===== src/rtl/spi_slave_regbank.sv =====
// SPI mode-0 responder exposing a bank of R/W control registers and read-only
// status bytes. All SPI pins are oversampled in the sys_clk domain.
//
// Ports:
//   sys_clk, sys_rst_n   : system clock, async active-low reset
//   SPI_SCLK/CSN/MOSI    : SPI inputs from the PS master (asynchronous)
//   SPI_MISO             : slave-out data, 0 outside the read data phase
//   reg_out              : R/W registers, register n at [8n+7:8n]
//   stat_in              : status bytes, same packing, snapshotted on read
//   wr_stb               : one-cycle pulse per committed write
//   wr_addr, wr_data     : address/data of the last committed write
//   frame_err            : one-cycle pulse on aborted or malformed frame
//   busy                 : synchronized CSN is low
module spi_slave_regbank #(
    parameter int unsigned REG_NUM = 4,
    parameter logic [7:0]  RST_VAL = 8'h00
) (
    input  logic                 sys_clk,
    input  logic                 sys_rst_n,
    input  logic                 SPI_SCLK,
    input  logic                 SPI_CSN,
    input  logic                 SPI_MOSI,
    output logic                 SPI_MISO,
    output logic [REG_NUM*8-1:0] reg_out,
    input  logic [REG_NUM*8-1:0] stat_in,
    output logic                 wr_stb,
    output logic [6:0]           wr_addr,
    output logic [7:0]           wr_data,
    output logic                 frame_err,
    output logic                 busy
);
    localparam int unsigned   AW         = 7;
    localparam int unsigned   DW         = 8;
    localparam int unsigned   CW         = 5;
    localparam int unsigned   FRAME_BITS = 16;
    localparam logic [CW-1:0] CNT_ADDR   = CW'(7);   // next rise completes R/W + address
    localparam logic [CW-1:0] CNT_DATA   = CW'(8);
    localparam logic [CW-1:0] CNT_FULL   = CW'(FRAME_BITS);
    localparam logic [CW-1:0] CNT_MAX    = CW'(17);

    typedef enum logic [1:0] {ST_IDLE, ST_SHIFT, ST_COMMIT} state_t;

    logic                 r_sclk_s1, r_sclk_s2, r_sclk_d;
    logic                 r_csn_s1, r_csn_s2, r_csn_d;
    logic                 r_mosi_s1, r_mosi_s2, r_mosi_d;
    logic                 r_sclk_rise, r_sclk_fall, r_csn_fall, r_csn_rise;
    logic [1:0]           r_sync_age;
    logic                 r_csn_armed;
    logic                 r_busy;

    state_t               r_state;
    logic [FRAME_BITS-1:0] r_rx_sr;
    logic [DW-1:0]        r_tx_sr;
    logic [CW-1:0]        r_bit_cnt;
    logic                 r_is_rd;
    logic                 r_miso;
    logic [REG_NUM*8-1:0] r_reg_out;
    logic                 r_wr_stb;
    logic [AW-1:0]        r_wr_addr;
    logic [DW-1:0]        r_wr_data;
    logic                 r_frame_err;

    logic [AW-1:0]        w_rd_addr;
    logic [DW-1:0]        w_rd_byte;

    // Synchronizers, edge-detect stage and registered edge strobes.
    // The CSN chain resets high and csn_fall is only accepted once the real
    // pin has been seen high, so a frame already in progress at reset
    // release is ignored until the next genuine falling edge.
    always_ff @(posedge sys_clk or negedge sys_rst_n) begin
        if (!sys_rst_n) begin
            r_sclk_s1   <= 1'b0;
            r_sclk_s2   <= 1'b0;
            r_sclk_d    <= 1'b0;
            r_csn_s1    <= 1'b1;
            r_csn_s2    <= 1'b1;
            r_csn_d     <= 1'b1;
            r_mosi_s1   <= 1'b0;
            r_mosi_s2   <= 1'b0;
            r_mosi_d    <= 1'b0;
            r_sclk_rise <= 1'b0;
            r_sclk_fall <= 1'b0;
            r_csn_fall  <= 1'b0;
            r_csn_rise  <= 1'b0;
            r_sync_age  <= 2'd0;
            r_csn_armed <= 1'b0;
            r_busy      <= 1'b0;
        end else begin
            r_sclk_s1   <= SPI_SCLK;
            r_sclk_s2   <= r_sclk_s1;
            r_sclk_d    <= r_sclk_s2;
            r_csn_s1    <= SPI_CSN;
            r_csn_s2    <= r_csn_s1;
            r_csn_d     <= r_csn_s2;
            r_mosi_s1   <= SPI_MOSI;
            r_mosi_s2   <= r_mosi_s1;
            r_mosi_d    <= r_mosi_s2;
            r_sclk_rise <= r_sclk_s2 & ~r_sclk_d;
            r_sclk_fall <= ~r_sclk_s2 & r_sclk_d;
            r_csn_fall  <= ~r_csn_s2 & r_csn_d & r_csn_armed;
            r_csn_rise  <= r_csn_s2 & ~r_csn_d;
            if (r_sync_age != 2'd2) r_sync_age <= r_sync_age + 2'd1;
            if (r_sync_age == 2'd2 && r_csn_s2) r_csn_armed <= 1'b1;
            r_busy      <= ~r_csn_s2;
        end
    end

    // Read byte for the address completed by the current rising edge.
    assign w_rd_addr = {r_rx_sr[5:0], r_mosi_d};

    always_comb begin
        w_rd_byte = '0;
        for (int i = 0; i < int'(REG_NUM); i++) begin
            if (w_rd_addr == AW'(i))
                w_rd_byte = r_reg_out[i*8 +: 8];
            if (w_rd_addr == AW'(i + int'(REG_NUM)))
                w_rd_byte = stat_in[i*8 +: 8];
        end
    end

    // Frame FSM: shift, read-byte load/serialize, commit.
    always_ff @(posedge sys_clk or negedge sys_rst_n) begin
        if (!sys_rst_n) begin
            r_state     <= ST_IDLE;
            r_rx_sr     <= '0;
            r_tx_sr     <= '0;
            r_bit_cnt   <= '0;
            r_is_rd     <= 1'b0;
            r_miso      <= 1'b0;
            r_reg_out   <= {REG_NUM{RST_VAL}};
            r_wr_stb    <= 1'b0;
            r_wr_addr   <= '0;
            r_wr_data   <= '0;
            r_frame_err <= 1'b0;
        end else begin
            r_wr_stb    <= 1'b0;
            r_frame_err <= 1'b0;
            case (r_state)
                ST_IDLE: begin
                    r_bit_cnt <= '0;
                    r_miso    <= 1'b0;
                    if (r_csn_fall) begin
                        r_rx_sr <= '0;
                        r_tx_sr <= '0;
                        r_is_rd <= 1'b0;
                        r_state <= ST_SHIFT;
                    end
                end
                ST_SHIFT: begin
                    if (r_csn_rise) begin
                        r_state <= ST_COMMIT;
                    end else begin
                        if (r_sclk_rise) begin
                            r_rx_sr <= {r_rx_sr[FRAME_BITS-2:0], r_mosi_d};
                            if (r_bit_cnt != CNT_MAX) r_bit_cnt <= r_bit_cnt + CW'(1);
                            // r_rx_sr[6] holds the R/W bit just before the 8th rise
                            if (r_bit_cnt == CNT_ADDR && r_rx_sr[6]) begin
                                r_is_rd <= 1'b1;
                                r_tx_sr <= w_rd_byte;
                            end
                        end
                        if (r_sclk_fall && r_is_rd) begin
                            if (r_bit_cnt >= CNT_DATA && r_bit_cnt < CNT_FULL) begin
                                r_miso  <= r_tx_sr[DW-1];
                                r_tx_sr <= {r_tx_sr[DW-2:0], 1'b0};
                            end else begin
                                r_miso  <= 1'b0;
                            end
                        end
                    end
                end
                ST_COMMIT: begin
                    r_state <= ST_IDLE;
                    r_miso  <= 1'b0;
                    if (r_bit_cnt != CNT_FULL) begin
                        r_frame_err <= 1'b1;
                    end else if (!r_rx_sr[15]) begin
                        r_wr_stb  <= 1'b1;
                        r_wr_addr <= r_rx_sr[14:8];
                        r_wr_data <= r_rx_sr[7:0];
                        for (int i = 0; i < int'(REG_NUM); i++) begin
                            if (r_rx_sr[14:8] == AW'(i))
                                r_reg_out[i*8 +: 8] <= r_rx_sr[7:0];
                        end
                    end
                end
                default: r_state <= ST_IDLE;
            endcase
        end
    end

    assign SPI_MISO  = r_miso;
    assign reg_out   = r_reg_out;
    assign wr_stb    = r_wr_stb;
    assign wr_addr   = r_wr_addr;
    assign wr_data   = r_wr_data;
    assign frame_err = r_frame_err;
    assign busy      = r_busy;

endmodule


===== config.mk =====
export PLATFORM = sky130hd
export DESIGN_NAME = spi_slave_regbank
export DESIGN_NICKNAME = d
export VERILOG_FILES = /design/src/rtl/spi_slave_regbank.sv
export SDC_FILE = /design/constraint.sdc
export NUM_CORES = 1
export LEC_CHECK = 0
export BUFFER_PORTS_ARGS = -buffer_cell sky130_fd_sc_hd__buf_2
export CAP_MARGIN = 30
export CORE_UTILIZATION = 55
export DETAILED_ROUTE_END_ITERATION = 16
export GPL_TIMING_DRIVEN = 0
export PLACE_DENSITY_LB_ADDON = 0.2
export SYNTH_ARGS = -nofsm -noshare
export SYNTH_HDL_FRONTEND = slang
export SYNTH_SLANG_ARGS = --single-unit

===== constraint.sdc =====
create_clock -name sys_clk -period 6 [get_ports sys_clk]
set_input_delay 1.8 -clock sys_clk [delete_from_list [all_inputs] [get_ports sys_clk]]
set_output_delay 1.8 -clock sys_clk [all_outputs]
set_load 0.02 [all_outputs]

==> impl_results.md, run 1 <==
* Total grt overflow at 0
* Nature of the critical path endpoint: primary output
* Area Overhead vs Synth at 17.2%
* Synth top area cells: dfrtp_1, mux2_2, a22o_1
* Combinational Power Share at 0.134
* TNS Setup at 0 ns
* Clock-pin slew on the worst setup and hold paths at around 0.10 ns
* Net Switching at 0.352 mW
* Mapped cell area at ~4500 um2
* Mapped Cells at around 370
* Top-area cell type share of the netlist area at 0.538
* Fin. max-slew vios at 0
* Worst EP arrival at between 0.9 and 1 ns
* Final core utilization at 0.671
* Post-CTS Hold Fix Bufs at 0
* Crit share post-route at 0.464
* Die height at about 90 um
* # setup viols final at 0
* Cell accounting for the most synthesized area: dfrtp_1
* Ys async rst share at 1.00
* First-pass GRT wire length at approximately 17000 um
* Initial antenna violation count at 0
* Status: completed
* # DRC at 0
* Least-Margin Pin Slew at 0.801 ns
* Dpl hpwl at ~7300 um
* CTS tree: done
* Vias in the first global route at roughly 3200
* # clock sinks at 99
* Final min period at about 2.8 ns
* DRT Wirelength at around 10000 um
* Core Region at around 8000 um2
* Largest net degree at the start of global routing at 73
* Routed vias at approximately 3400
* Via-to-Cell Ratio at 5.85
* Clock share of power at 0.306
* Leak at 2.61 nW
* Post-synth top cells: dfrtp_1, mux2_2, nand2_1
* Most frequently used flop master after synthesis: dfrtp_1
* Final Skew at between 0.01 and 0.015 ns
* Total power at 1.25 mW
* Rel. slew slack at 0.462
* Num ports at 88
* Max IR drop VDD at 0.176 mV
* Maximum achievable frequency at around 0.36 GHz
* H-tree depth at 3
* Synth unique cells at 47
* Fillers at roughly 640
* Gr usage total at 0.256
* Switching portion of total power at 0.282
* Layout cells sized above 1 at 0.348
* Post-CTS Setup Bufs at 0
* Crit path launch type: flip-flop
* Syn Area/Cell at ~12 um2
* Hold Path Class: flip-flop to flip-flop
* Crit Path Category: flip-flop to primary output
* Diode count at 0
* Critical Path, Cell by Cell: buf_2
* Seq/Total Area, Yosys at 0.555
* Clock Tree Buf Depth at 2
* Detailed Route Iter0 Violations at roughly 190
* CP max stage delay at between 0.4 and 0.5 ns
* Root buffer cell: clkbuf_8
* Die area at 8490 um2
* Die W at 92.1 um
* Internal power at ~0.9 mW
* Core Rows at 32
* Power per cell area at between 200 and 250 nW/um2
* CTS resizes at 0
* Worst skew pair latency at ~0.36 ns
* CP max stage cell: dfrtp_1
* Hold Vio Cnt, Final at 0
* DRT Pass-1 Iters at 5
* Max-cap violations at 0
* Crit-path max FO at 3
* Worst path required time at ~4.2 ns
* RSZ-0062 raised after global routing: no
* Initial Utilization at 0.572
* WL/cell at ~17 um
* GP Congestion at 0.837
* Buffers plus inverters on the worst setup path at 1
* CTS Buf Count at 9
* Post-synth EDFFs at 0
* Sequential Power Share at 0.560
* Yosys warning count at 0
* DRT antenna net count at 0
* Syn_nets at between 400 and 500
* Flops & latches, synth at ~100
* Port Buffers at just under 90
* Crit path max-delay family: flip-flops
* Count leader, synth: dfrtp_1
* Fin nets at between 500 and 600
-- power by group through the flow --
| stage | clock network, mW | logic (mW) | registers [mW] |
|---|---|---|---|
| finish | 0.382 | 0.167 | 0.699 |
| detailed placement | 0 | 0.167 | 0.712 |
| global route | 0.420 | 0.189 | 0.702 |
| CTS | 0.395 | 0.167 | 0.699 |
| global placement | 0 | 0.159 | 0.711 |
| floorplan | 0 | 0.104 | 0.709 |
-- logic make-up (layout without fill, tap and decap cells) --
logic type      after synthesis  in the layout  share of synthesized area
mux                          54             54                      0.142
compound gates               84             84                      0.137
fa+ha+maj                     4              4                     0.0112
xor+xnor                      4              4                    0.00784
flops                        99             99                      0.555
simple gates                 94             94                      0.118
buf+inv                      34            138                     0.0291
-- layout by cell type, fill, tap and decap left out, types with 5 or more instances in the layout --
| master | n |
|---|---|
| mux2i_1 | 7 |
| clkbuf_1 | 20 |
| nand2b_1 | 8 |
| nor3_1 | 6 |
| a22o_1 | 15 |
| nor2_1 | 23 |
| a222oi_1 | 10 |
| inv_1 | 11 |
| buf_2 | 89 |
| o21a_1 | 11 |
| clkbuf_8 | 9 |
| nand2_1 | 26 |
| o21ai_0 | 20 |
| a31o_2 | 5 |
| nor2b_1 | 5 |
| mux2_2 | 44 |
| o21ai_1 | 5 |
| a21oi_1 | 6 |
| dfrtp_1 | 96 |
-- stage by stage --
| stage | instances | setup slack (ns) | hold WS [ns] | area [um2] |
|---|---|---|---|---|
| finish | 579 | 3.22 | 0.362 | 5240 |
| global route | 579 | 3.20 | 0.369 | 5240 |
| detailed placement | 564 | 3.00 | 0.336 | 5070 |
| CTS | 579 | 3.22 | 0.365 | 5240 |
| floorplan | 373 | 3.27 | 0.331 | 4470 |
| global placement | 562 | 2.16 | 0.334 | 5030 |
-- final timing paths --
path,cells past startpoint,slack (ns),endpoint,start
worst min register to register,0,0.36,r_mosi_d,r_mosi_s2
worst max-delay path,1,3.22,reg_out[31],reg_out[31]
worst max register to register,6,3.49,r_tx_sr[4],r_mosi_d
max in group asynchronous,2,3.96,r_csn_d,sys_rst_n
worst min-delay path,0,0.36,r_mosi_d,r_mosi_s2
min in group asynchronous,1,1.36,SPI_MISO,sys_rst_n
-- per-layer routing --
layer | part of all wire | vias to the layer above | track usage
li1 | - | 1563 | -
met1 | 0.45 | 1708 | 0.356
met2 | 0.48 | 104 | 0.405
met3 | 0.058 | 10 | 0.0647
met4 | 0.011 | 0 | 0.0612
met5 | 0 | - | 0
-- area by class of cell --
| type | instances | area (um2) | area share |
|---|---|---|---|
| buffer | 23 | 88.8 | 0.0170 |
| timing repair buffer | 89 | 470 | 0.0898 |
| multi-input combinational | 240 | 1860 | 0.355 |
| tap | 102 | 128 | 0.0244 |
| sequential | 99 | 2480 | 0.474 |
| inverter | 11 | 41.3 | 0.00788 |
| clock buffer | 10 | 128 | 0.0244 |
| clock inverter | 5 | 42.5 | 0.00812 |
-- state kept, by name, indices dropped and copies added, names as in the netlist, 2 cells and up --
| signal | count |
|---|---|
| reg_out | 32 |
| wr_addr | 7 |
| r_state | 2 |
| wr_data | 8 |
| r_tx_sr | 8 |
| r_rx_sr | 16 |
| r_bit_cnt | 5 |
| r_sync_age | 2 |
No activity file was read; power rests on OpenSTA's default activity.
==> inputs of run 2 (changes only) <==
--- a/config.mk
+++ b/config.mk
@@ -7,7 +7,7 @@
 export LEC_CHECK = 0
 export BUFFER_PORTS_ARGS = -buffer_cell sky130_fd_sc_hd__buf_2
 export CAP_MARGIN = 30
-export CORE_UTILIZATION = 55
+export CORE_UTILIZATION = 50
 export DETAILED_ROUTE_END_ITERATION = 16
 export GPL_TIMING_DRIVEN = 0
 export PLACE_DENSITY_LB_ADDON = 0.2
==> constraint.sdc (replaced) <==
create_clock -name sys_clk -period 2.39 [get_ports sys_clk]
set_input_delay 0.717 -clock sys_clk [delete_from_list [all_inputs] [get_ports sys_clk]]
set_output_delay 0.717 -clock sys_clk [all_outputs]
set_load 0.02 [all_outputs]
==> run 2 against run 1 <==
  * Critical path depth increased by 7
  * Register-to-register slack got worse by 3.4 ns
  * First-iteration DRC count increased by 9.1%
  * Critical endpoint is now reg_out[5]
  * Clock skew increased by 0.0013 ns
  * Clock power increased to 2.8 times the previous value
  * Flip-flop and latch count unchanged
  * Sequential share of layout area decreased by 0.94 points
  * Highest routed layer unchanged
  * Largest power group unchanged
  * Core utilization decreased by 5.5 points
==> impl_results.md, run 2 (same netlist as run 1, synthesis figures left out) <==
* Nature of the critical path endpoint: flip-flop
* Leak at 2.66 nW (+1.9%)
* Gr usage total at 0.234 (-0.0216)
* Vias in the first global route at 3244 (+0.062%)
* Fin nets at 517 (+0.58%)
* GP Congestion at 0.862 (+2.9%)
* Total grt overflow at 0 (unchanged)
* Largest net degree at the start of global routing at 52 (-29%)
* Fin. max-slew vios at 0 (unchanged)
* Total power at 3.26 mW (+160%)
* # clock sinks at 99 (unchanged)
* Maximum achievable frequency at ~0.44 GHz
* Least-Margin Pin Slew at 0.775 ns (-0.0258 ns)
* Initial Utilization at 0.515 (-0.0574)
* Die W at 96.5 um (+4.8%)
* Commonest non-fill, non-tap cell in the layout: dfrtp_1
* # DRC at 0 (unchanged)
* Area Overhead vs Synth at 19.6%
* Crit path max-delay family: simple AND/OR/NAND/NOR gates
* Highest-count cells in the layout ignoring fill and taps: dfrtp_1, buf_2, mux2_2, nand2_1, nor2_1
* Final Skew at 0.0140 ns (+0.00131 ns)
* Die height at 96.5 um (+4.8%)
* Layout cells sized above 1 at 0.364 (+0.0158)
* Max-cap violations at 0 (unchanged)
* Clock-pin slew on the worst setup and hold paths at 0.09 ns (about the same)
* Core Rows at 34 (+6.3%)
* CTS Buf Count at 9 (unchanged)
* Worst Slack Setup Final at 0.124 ns (-3.09 ns)
* Final min period at ~2.3 ns
* Initial antenna violation count at 0 (unchanged)
* Max FFs per register at 32 (unchanged)
* CP max stage delay at 0.46 ns (+0.03 ns)
* Dpl hpwl at 7470 um (+2.1%)
* Worst EP arrival at 2.50 ns (+1.52 ns)
* Reg area at 2480 um2 (unchanged)
* Power per cell area at 609 nW/um2 (+160%)
* Root buffer cell: clkbuf_8
* First-pass GRT wire length at 16200 um (-1.8%)
* Crit-path max FO at 9 (+6)
* Routed vias at 3414 (+0.86%)
* Clock Tree Buf Depth at 2 (unchanged)
* Max IR drop VDD at 0.320 mV (+82%)
* Num ports at 88 (unchanged)
* Port Buffers at 87 (unchanged)
* Via-to-Cell Ratio at 5.80 (-0.86%)
* Core Region at 8680 um2 (+11%)
* CP max stage cell: dfrtp_1
* Rel. slew slack at 0.482 (+0.0206)
* Buffers plus inverters on the worst setup path at 2 (+1)
* CTS tree: done
* Tightest hold margin at 0.356 ns (-0.00591 ns)
* Area of the multi-input gates at 1880 um2 (+1.4%)
* Die area at 9320 um2 (+9.8%)
* Crit path launch: r_bit_cnt[0]
* Hold Vio Cnt, Final at 0 (unchanged)
* DRT antenna net count at 0 (unchanged)
* Detailed Route Iter0 Violations at 204 (+9.1%)
* # setup viols final at 0 (unchanged)
* Crit Path Category: flip-flop to flip-flop
* Status: completed
* Reg2reg setup slack at 0.12 ns (-3.37 ns)
* Hold Path Class: flip-flop to flip-flop
* H-tree depth at 3 (unchanged)
* DRT Pass-1 Iters at 5 (unchanged)
* Crit share post-route at 0.948
* Critical R2R Launch: r_bit_cnt[0]
* Place WS at -0.114 ns (-3.11 ns)
* DRT Wirelength at 10400 um (+3.0%)
* Worst skew pair latency at 0.36 ns (about the same)
* Hold path start: r_sclk_s1
* Critical Path, Cell by Cell: inv_1 > ha_1 > and4bb_2 > nand4_4 > nor3_4 > nor3b_4 > buf_12 > mux2_2
* WL/cell at 17.7 um (+1.3%)
* Worst path required time at 2.63 ns (-1.57 ns)
* Fillers at 745 (+16%)
* Diode count at 0 (unchanged)
* Crit path launch type: flip-flop
## run 2: worst paths after layout
kind,endpoint,cells past startpoint
min in group asynchronous,busy,1
setup reg to reg,reg_out[5],8
hold / removal,r_sclk_s2,0
setup / recovery,reg_out[5],8
max in group asynchronous,r_csn_d,2
hold reg to reg,r_sclk_s2,0
## run 2: worst register-to-register path: stages, from the launching register on
cell	delay, ns
dfrtp_1	0.46
inv_1	0.09
ha_1	0.13
and4bb_2	0.28
nand4_4	0.22
nor3_4	0.23
nor3b_4	0.25
buf_12	0.16
mux2_2	0.34
## run 2: per-stage QoR
stage / cell area (um2) / instances / utilization / setup TNS, ns
finish: 5340 / 589 / 0.616 / 0
global route: 5340 / 589 / 0.616 / -0.00488
CTS: 5320 / 589 / 0.612 / -0.0986
detailed placement: 5080 / 570 / 0.585 / -0.974
global placement: 5040 / 568 / 0.581 / -35.71
floorplan: 4470 / 373 / - / 0
## run 2: layer usage
metal  track usage  share of wire
met3        0.0556          0.062
met5             0              0
met4        0.0833          0.013
met2         0.366           0.48
met1         0.320           0.44
## run 2: cell type report
cell class / instances / share of cell area
clock inverters: 5 / 0.0115
repair buffers: 94 / 0.0986
clock buffers: 11 / 0.0246
well taps: 108 / 0.0253
inverters: 11 / 0.00773
flip-flops and latches: 99 / 0.464
multi-input cells: 240 / 0.353
plain buffers: 21 / 0.0155
## run 2: power breakdown
part | switching (mW) | total [mW] | internal (mW)
Sequential | 0.0500 | 1.77 | 1.72
Combinational | 0.270 | 0.423 | 0.153
Clock | 0.576 | 1.07 | 0.492
## run 2: what timing repair did
action,in CTS,in global routing
pin swaps,0,1
cloned,0,0
hold buffers,0,0
resized for setup,2,5
setup endpoints to repair,26,27
setup buffers,3,2
==> inputs of run 3 (changes only) <==
--- a/config.mk
+++ b/config.mk
@@ -11,6 +11,7 @@
 export DETAILED_ROUTE_END_ITERATION = 16
 export GPL_TIMING_DRIVEN = 0
 export PLACE_DENSITY_LB_ADDON = 0.2
+export RECOVER_POWER = 100
 export SYNTH_ARGS = -nofsm -noshare
 export SYNTH_HDL_FRONTEND = slang
 export SYNTH_SLANG_ARGS = --single-unit
==> run 3 against run 2 <==
  * Clock power is essentially flat
  * Fmax fell by 0.30%
  * Hold slack about the same
  * Final cell count stayed put
  * Largest cell class unchanged
  * Register-to-register slack is essentially flat
  * Flip-flop and latch count stayed put
  * Highest routed layer unchanged
  * Combinational power down 0.9%
==> impl_results.md, run 3 (same netlist as run 1, synthesis figures left out) <==
* Status: completed
* Placed Area at 5080 um2 (unchanged)
* DRT Wirelength at 10400 um (about the same)
* Port Buffers at 87 (unchanged)
* DRT Pass-1 Iters at 8 (+3)
* Sequential Power Share at 0.542 (about the same)
* Final min period at 2.27 ns (+0.00679 ns)
* Hold Path Class: flip-flop to flip-flop
* CTS Buf Count at 9 (unchanged)
* Fin. max-slew vios at 0 (unchanged)
* Commonest non-fill, non-tap cell in the layout: dfrtp_1
* H-tree depth at 3 (unchanged)
* Final core utilization at 0.606 (-0.00995)
* Max-cap violations at 0 (unchanged)
* Die area at 9320 um2 (unchanged)
* CTS tree: done
* Rel. slew slack at 0.181 (-0.301)
* Hold Vio Cnt, Final at 0 (unchanged)
* Core Rows at 34 (unchanged)
* Crit path launch type: flip-flop
* Post-CTS Hold Fix Bufs at 0 (unchanged)
* Initial antenna violation count at 0 (unchanged)
* Routed vias at 3419 (+0.15%)
* Highest-count cells in the layout ignoring fill and taps: dfrtp_1, clkbuf_1, mux2_2, buf_2, nand2_1
* Nature of the critical path endpoint: flip-flop
* Initial Utilization at 0.515 (unchanged)
* Worst reg2reg endpoint: reg_out[5]
* Total grt overflow at 0 (unchanged)
* Detailed Route Iter0 Violations at 216 (+5.9%)
* Root buffer cell: clkbuf_8
* Hold path start: r_sclk_s1
* Fin nets at 517 (unchanged)
* Net Switching at 0.899 mW (+0.30%)
* DRT antenna net count at 0 (unchanged)
* Finished Cell Area at 5260 um2 (-1.6%)
* Leak at 2.42 nW (-8.8%)
* Clock share of power at 0.329 (about the same)
* Worst path required time at 2.63 ns (about the same)
* Worst skew pair latency at 0.36 ns (about the same)
* Max IR drop VDD at 0.319 mV (-0.21%)
* Combinational Power Share at 0.129 (about the same)
* CP max stage cell: dfrtp_1
* Layout cells sized above 1 at 0.256 (-0.108)
* Least-Margin Pin Slew at 1.23 ns (+0.453 ns)
* Worst hold endpoint: r_sclk_s2
* Die W at 96.5 um (unchanged)
* Switching portion of total power at 0.276 (+0.00103)
* Internal power at 2.35 mW (-0.21%)
* Final Skew at 0.0142 ns (+0.000263 ns)
* Num ports at 88 (unchanged)
* WL/cell at 17.7 um (about the same)
* Dpl hpwl at 7470 um (unchanged)
* Critical R2R Launch: r_bit_cnt[0]
* Maximum achievable frequency at 0.440 GHz (-0.30%)
* Buffers plus inverters on the worst setup path at 2 (unchanged)
* Fillers at 775 (+4.0%)
* First-pass GRT wire length at 16200 um (unchanged)
* Core Region at 8680 um2 (unchanged)
* Worst EP arrival at 2.51 ns (about the same)
* Area Overhead vs Synth at 17.6%
* Gr usage total at 0.234 (unchanged)
* # setup viols final at 0 (unchanged)
* Largest net degree at the start of global routing at 52 (unchanged)
* CP max stage delay at 0.46 ns (about the same)
* Max FFs per register at 32 (unchanged)
* Die height at 96.5 um (unchanged)
* # clock sinks at 99 (unchanged)
* Power per cell area at 619 nW/um2 (+1.6%)
* Worst hold path cell count at 0 (unchanged)
* Clock Tree Buf Depth at 2 (unchanged)
* Vias in the first global route at 3244 (unchanged)
* Crit path max-delay family: simple AND/OR/NAND/NOR gates
* R2R cell count at 8 (unchanged)
* Via-to-Cell Ratio at 5.80 (+0.15%)
* Diode count at 0 (unchanged)
* # DRC at 0 (unchanged)
* Crit share post-route at 0.951 (+0.00284)
* Crit-path max FO at 9 (unchanged)
* Crit Path Category: flip-flop to flip-flop
* Critical Path, Cell by Cell: inv_1 > ha_1 > and4bb_2 > nand4_4 > nor3_4 > nor3b_4 > buf_12 > mux2_2
* Clock-pin slew on the worst setup and hold paths at 0.09 ns (about the same)
* Reg2reg setup slack at 0.12 ns (about the same)
* GP Congestion at 0.862 (unchanged)
run 3: cell count changes in the layout (fill, tap and decap cells not counted), sizes merged:
| cell | previous run | this run |
|---|---|---|
| clkbuf | 27 | 81 |
| buf | 98 | 44 |
run 3: per-layer routing:
metal	vias to the layer above	wire, um	global-route usage
met5	-	0	0
met4	0	131	0.0833
met3	14	666	0.0556
met2	114	5040	0.366
met1	1724	4600	0.320
li1	1567	-	-
run 3: worst max path at each step:
| stage | startpoint | endpoint | slack (ns) | depth (start not counted) |
|---|---|---|---|---|
| 3_3_place_gp | sys_rst_n | reg_out[2] | -0.37 | 1 |
| 5_1_grt | r_bit_cnt[0] | reg_out[5] | -0.004 | 8 |
| 2_1_floorplan | r_bit_cnt[0] | reg_out[0] | 0.24 | 7 |
| 3_5_place_dp | r_bit_cnt[0] | reg_out[5] | -0.11 | 7 |
| 4_1_cts | r_bit_cnt[1] | reg_out[5] | -0.03 | 8 |
| 6_report | r_bit_cnt[0] | reg_out[5] | 0.12 | 8 |
run 3: timing repair:
item	4_1_cts	5_1_grt
endpoints found under the setup margin	26	27
cloned	0	0
buffers inserted	3	2
gates resized for setup	2	5
pin swaps	0	1
run 3: cell type report:
class / instances / area (um2) / share of cell area
Buffer: 21 / 82.6 / 0.0157
Clock buffer: 11 / 131 / 0.0250
Clock inverter: 5 / 61.3 / 0.0117
Inverter: 11 / 41.3 / 0.00785
Multi-Input combinational cell: 240 / 1880 / 0.358
Sequential cell: 99 / 2480 / 0.472
Tap cell: 108 / 135 / 0.0257
Timing Repair Buffer: 94 / 440 / 0.0838
run 3: power by group through the flow:
stage          registers (mW)  clock network [mW]  logic, mW
6_report                 1.77                1.07      0.419
5_1_grt                  1.77                1.15      0.466
4_1_cts                  1.76                1.09      0.430
3_5_place_dp             1.79                   0      0.430
3_3_place_gp             1.79                   0      0.401
2_1_floorplan            1.78                   0      0.261
run 3: per-stage QoR:
step / setup WS (ns) / hold slack [ns] / std cells / setup TNS [ns] / power (mW)
after floorplan: 0.239 / 0.331 / 373 / 0 / 2.04
after global placement: -0.369 / 0.334 / 568 / -35.71 / 2.19
after detailed placement: -0.114 / 0.336 / 570 / -0.974 / 2.22
after CTS: -0.0266 / 0.360 / 589 / -0.0986 / 3.28
after global routing: -0.00421 / 0.376 / 589 / -0.00421 / 3.39
final: 0.118 / 0.356 / 589 / 0 / 3.25
